==> src/rtl/timer_pkg.sv <==
// Shared types and default sizes for the timer array.
// Contents:
//   ch_state_e            per-channel state (StIdle / StRun)
//   DEF_N_CH/CNT_W/PRE_W  default channel count and widths
package timer_pkg;

  localparam int unsigned DEF_N_CH  = 4;
  localparam int unsigned DEF_CNT_W = 16;
  localparam int unsigned DEF_PRE_W = 16;

  typedef enum logic {
    StIdle = 1'b0,
    StRun  = 1'b1
  } ch_state_e;

endpackage

==> src/rtl/timer_prescaler.sv <==
// Shared prescaler. Produces a one-clk clock-enable strobe every prescaler+1 clocks
// while i_pre_en is high. It never generates a clock.
// Ports:
//   clk, rst_n    clock and asynchronous active-low reset
//   i_pre_en      run enable; low clears the counter and suppresses the strobe
//   i_prescaler   divide value; strobe period = i_prescaler+1 clk
//   o_strobe      clock enable for the timer channels
module timer_prescaler
  import timer_pkg::*;
#(
  parameter int unsigned PRE_W = DEF_PRE_W
) (
  input  logic             clk,
  input  logic             rst_n,
  input  logic             i_pre_en,
  input  logic [PRE_W-1:0] i_prescaler,
  output logic             o_strobe
);

  logic [PRE_W-1:0] r_cnt;
  logic             w_hit;

  assign w_hit    = (r_cnt == i_prescaler);
  assign o_strobe = i_pre_en && w_hit;

  always_ff @(posedge clk or negedge rst_n) begin
    if (!rst_n) begin
      r_cnt <= '0;
    end else if (!i_pre_en || w_hit) begin
      r_cnt <= '0;
    end else begin
      r_cnt <= r_cnt + PRE_W'(1);
    end
  end

endmodule

==> src/rtl/timer_array.sv <==
// Array of N_CH independent up/down timers sharing one prescaler strobe.
// Each channel is IDLE or RUN; in RUN it counts on every strobe while en is high and
// raises a registered one-clk tick at terminal count, then reloads (periodic) or
// returns to IDLE with count 0 (one-shot).
// Configuration macro: TIMER_ARRAY_PWM_EN enables per-channel registered PWM
// (pwm = running && count < cmp); when undefined pwm is tied low and cmp is ignored.
// Ports:
//   clk, rst_n          clock and asynchronous active-low reset
//   pre_en, prescaler   shared prescaler enable and divide value
//   en/start/stop       per-channel count enable, start pulse, stop pulse
//   up_down, one_shot   per-channel direction (1=up) and mode (1=one-shot)
//   load, cmp           packed per-channel reload and PWM compare values
//   tick, running       per-channel terminal pulse and RUN indicator
//   count, pwm          packed per-channel counts and PWM outputs
module timer_array
  import timer_pkg::*;
#(
  parameter int unsigned N_CH  = DEF_N_CH,
  parameter int unsigned CNT_W = DEF_CNT_W,
  parameter int unsigned PRE_W = DEF_PRE_W
) (
  input  logic                  clk,
  input  logic                  rst_n,
  input  logic                  pre_en,
  input  logic [PRE_W-1:0]      prescaler,
  input  logic [N_CH-1:0]       en,
  input  logic [N_CH-1:0]       start,
  input  logic [N_CH-1:0]       stop,
  input  logic [N_CH-1:0]       up_down,
  input  logic [N_CH-1:0]       one_shot,
  input  logic [N_CH*CNT_W-1:0] load,
  input  logic [N_CH*CNT_W-1:0] cmp,
  output logic [N_CH-1:0]       tick,
  output logic [N_CH-1:0]       running,
  output logic [N_CH*CNT_W-1:0] count,
  output logic [N_CH-1:0]       pwm
);

  logic w_strobe;

  timer_prescaler #(
    .PRE_W(PRE_W)
  ) u_prescaler (
    .clk        (clk),
    .rst_n      (rst_n),
    .i_pre_en   (pre_en),
    .i_prescaler(prescaler),
    .o_strobe   (w_strobe)
  );

  for (genvar g = 0; g < N_CH; g++) begin : g_ch
    ch_state_e        r_state;
    logic [CNT_W-1:0] r_count;
    logic             r_tick;
    logic [CNT_W-1:0] w_load;
    logic             w_term;

    assign w_load = load[g*CNT_W +: CNT_W];
    // Terminal compare uses the live load/direction so changes apply at the next strobe.
    assign w_term = up_down[g] ? (r_count == w_load) : (r_count == '0);

    // Priority: stop > start > strobe counting.
    always_ff @(posedge clk or negedge rst_n) begin
      if (!rst_n) begin
        r_state <= StIdle;
        r_count <= '0;
        r_tick  <= 1'b0;
      end else begin
        r_tick <= 1'b0;
        if (stop[g]) begin
          r_state <= StIdle;
        end else if (start[g]) begin
          r_state <= StRun;
          r_count <= up_down[g] ? '0 : w_load;
        end else if ((r_state == StRun) && en[g] && w_strobe) begin
          if (w_term) begin
            r_tick <= 1'b1;
            if (one_shot[g]) begin
              r_state <= StIdle;
              r_count <= '0;
            end else begin
              r_count <= up_down[g] ? '0 : w_load;
            end
          end else if (up_down[g]) begin
            r_count <= r_count + CNT_W'(1);
          end else begin
            r_count <= r_count - CNT_W'(1);
          end
        end
      end
    end

    assign tick[g]                  = r_tick;
    assign running[g]               = (r_state == StRun);
    assign count[g*CNT_W +: CNT_W]  = r_count;

`ifdef TIMER_ARRAY_PWM_EN
    logic             r_pwm;
    logic [CNT_W-1:0] w_cmp;

    assign w_cmp = cmp[g*CNT_W +: CNT_W];

    always_ff @(posedge clk or negedge rst_n) begin
      if (!rst_n) begin
        r_pwm <= 1'b0;
      end else begin
        r_pwm <= (r_state == StRun) && (r_count < w_cmp);
      end
    end

    assign pwm[g] = r_pwm;
`else
    assign pwm[g] = 1'b0;
`endif
  end

`ifndef TIMER_ARRAY_PWM_EN
  logic w_unused_cmp;
  assign w_unused_cmp = ^cmp;
`endif

endmodule
==> config.mk <==
export PLATFORM = sky130hd
export DESIGN_NAME = timer_array
export DESIGN_NICKNAME = d
export VERILOG_FILES = /design/src/rtl/timer_pkg.sv /design/src/rtl/timer_prescaler.sv /design/src/rtl/timer_array.sv
export SDC_FILE = /design/constraint.sdc
export NUM_CORES = 1
export LEC_CHECK = 0
export ABC_AREA = 1
export BUFFER_PORTS_ARGS = -buffer_cell sky130_fd_sc_hd__buf_2
export CORE_MARGIN = 2
export CORE_UTILIZATION = 50
export CTS_CLUSTER_SIZE = 14
export DETAILED_ROUTE_END_ITERATION = 6
export PLACE_DENSITY = 0.74
export SETUP_SLACK_MARGIN = 0.3
export SYNTH_ARGS = -nofsm -noshare
export SYNTH_HDL_FRONTEND = slang
export SYNTH_SLANG_ARGS = --single-unit
==> constraint.sdc <==
create_clock -name clk -period 5.13 [get_ports clk]
set_clock_uncertainty 0.1 [all_clocks]
set_input_delay 0.2565 -clock clk [delete_from_list [all_inputs] [get_ports clk]]
set_output_delay 0.2565 -clock clk [all_outputs]
set_load 0.01 [all_outputs]
==> results by group <==
Placed design
  • RePlAce Congestion: 0.901
  • Pre-CTS setup slack: 2.09 ns
  • Post-DP HPWL: 25800 um
  • Post-DP Area: 0.0126 sq mm
  • Port bufs: 174
  • Placed cell count: 2547

Yosys
  • Synthesized-area fraction occupied by adder cells: 0.0682
  • Xor/xnor share of the synthesized area: 0.0181
  • Register area share after synthesis: 0.189
  • Syn Inst Count: 2135
  • Largest family of logic cells by synthesized area: simple AND/OR/NAND/NOR gates
  • Post-synth cell types: 33
  • Area of the mapped netlist: 0.0116 sq mm
  • Share of the synthesized area in the top cell type: 0.289
  • Warnings, synthesis: 0
  • Simple-gate portion of the synthesized area: 0.521
  • Compound-Gate Fraction of Synth Area: 0.0578
  • Area contributors post-synth: nand2_1 (29%), dfrtp_1 (19%), inv_1 (11%)
  • Multiplexer share of the synthesized area: 0
  • Mean Syn Cell Area: 5.45 sq um
  • #FFs+latches synth: 88
  • Yosys top cell by area: nand2_1

Timing
  • Max frequency: 344 MHz
  • Post-route setup slack: 2.22 ns
  • RSZ-0062 raised after global routing: no
  • Setup TNS: 0 ns
  • Worst slew margin: 0.177
  • Worst-margin pin slew: 1.23 ns
  • Fin crit share: 0.567
  • Pins over their slew limit: 0
  • Min Tclk post-route: 2.91 ns
  • Final Hold Viols: 0
  • Setup-failing EPs final: 0

Clock tree
  • Worst-skew pair later-pin latency: 0.36 ns
  • Clk sinks: 88
  • Post CTS Setup Buffer Count: 0
  • TritonCTS Buffers: 9
  • CTS tree: done
  • Reg clk slew, reported paths: 0.09 ns
  • CTS root buf: clkbuf_16
  • H-tree depth: 3
  • Clock Tree Buf Depth: 2
  • Resize count post-CTS: 0

Die
  • Die W: 156 um
  • DIE AREA: 0.0245 sq mm
  • Num ports: 243
  • Core Region: 0.0227 sq mm
  • Die Height: 156 um
  • Row Count: 55
  • Initial Utilization: 0.512

Detailed routing
  • Via density: 5.30
  • Final wirelength: 34800 um
  • Post-route ant nets: 0
  • Via Count: 13600
  • Remaining DRCs: 0
  • DRT iter0 DRCs: 1143
  • WL per Instance: 13.6 um
  • 1st-pass router iterations: 7

GRT
  • Number of global-route vias before repair: 12200
  • GRT Util Overall: 0.283
  • GRT Residual Overflow: 0
  • Largest net degree at the start of global routing: 63
  • First-pass GRT wire length: 57600 um
  • Initial antenna violation count: 1

Power and ir drop
  • Cell Pwr Density: 292 mW/mm^2
  • LEAKAGE: 7.97 nW
  • Worst IR Drop VDD: 0.000145 V

Finish
  • Share of cells above drive strength 1: 0.104
  • Post-route cell area: 0.0130 sq mm
  • Most common cell after layout, fill and taps aside: nand2_1
  • Synthesis-to-finish area growth: 11.5%
  • Post-route insts no fill: 2565
  • Nets@finish: 2502
  • Util after Layout: 0.571
  • Commonest non-fill, non-tap cells in the layout: nand2_1 (895), inv_1 (353), nand3_1 (193)

Setup path
  • Crit Path Max Fanout: 17
  • Critical path class: reg -> reg
  • Crit end category: register
  • Critical Path RT: 5.29 ns
  • Reg2Reg Setup Slack: 2.22 ns
  • Startpoint types: register
  • CP arrival: 3.07 ns

Flow run
  • Max cap viols: 0

Min path
  • Hold Path Class: in -> reg

Run status
  • Status: completed
[final timing paths]
kind	start	to	cells after the start
max in group asynchronous	rst_n	u_prescaler.r_cnt[4]	3
min in group asynchronous	rst_n	g_ch[0].r_tick	2
setup reg to reg	g_ch[0].r_count[9]	g_ch[0].r_count[6]	8
hold reg to reg	g_ch[0].r_state	g_ch[0].r_state	2
setup / recovery	g_ch[0].r_count[9]	g_ch[0].r_count[6]	8
hold / removal	stop[0]	g_ch[0].r_tick	2
[report_power, final]
part	internal [mW]	switching, mW
combinational	0.725	1.23
clock	0.483	0.349
sequential	0.795	0.205
total	2.00	1.78
[critical path, cell delays in order (launching register included)]
cell	delay (ns)
dfrtp_1	0.47
nor2_1	0.13
nand4_1	0.16
nor2_1	0.97
nand2_1	0.47
nand3_1	0.24
nand3_1	0.09
nand3_1	0.11
nand2_1	0.06
[synthesized netlist by cell type, drive strengths merged]
master  instances
nand2         899
inv           360
nand3         213
nor2          171
nand4          96
dfrtp          88
o21ai          71
ha             57
a21oi          44
buf            28
clkbuf         28
and2           18
xor2           16
clkinv          8
xnor2           8
nor3            6
nor4            6
o21bai          6
fa              4
nand3b          4
nor3b           2
a31oi           1
conb            1
[sequential cells by signal, indices dropped and copies added (netlist names)]
register / flops
u_prescaler.r_cnt: 16
g_ch.r_tick: 4
g_ch.r_state: 4
g_ch.r_count: 64
[metrics by stage]
| stage | hold slack (ns) | power, mW |
|---|---|---|
| 6_report | 0.0370 | 3.78 |
| 3_3_place_gp | 0.111 | 2.89 |
| 4_1_cts | 0.0210 | 3.78 |
| 3_5_place_dp | 0.127 | 2.93 |
| 2_1_floorplan | -0.139 | 2.39 |
| 5_1_grt | 0.0268 | 4.12 |
[cell type report]
type / count / area, sq um
Timing Repair Buffer: 181 / 928
Clock buffer: 9 / 225
Clock inverter: 7 / 124
Sequential cell: 88 / 2200
Multi-Input combinational cell: 1626 / 7750
Antenna cell: 1 / 2.50
Tap cell: 285 / 357
Inverter: 368 / 1380
Fill cell: 2386 / 9740
[metal layers]
| metal | vias to the layer above | track usage | wire [um] |
|---|---|---|---|
| li1 | 6924 | - | - |
| met1 | 6166 | 0.392 | 16100 |
| met2 | 446 | 0.470 | 16000 |
| met3 | 46 | 0.0313 | 2170 |
| met4 | 0 | 0.0765 | 537 |
| met5 | - | 0 | 0 |
[kinds of logic after synthesis]
group / count (synthesis)
other: 1
AOI/OAI and AO/OA: 122
xor gates and xnor gates: 24
DFF: 88
and+or+nand+nor: 1415
adders and majority gates: 61
buffers and inverters: 424
[timing repair]
action / in CTS / in global routing
endpoints found under the setup margin: 0 / 0
hold endpoints to repair: 26 / 0
hold buffers: 1 / 0
Note: power is estimated with default switching activity, not from simulation.
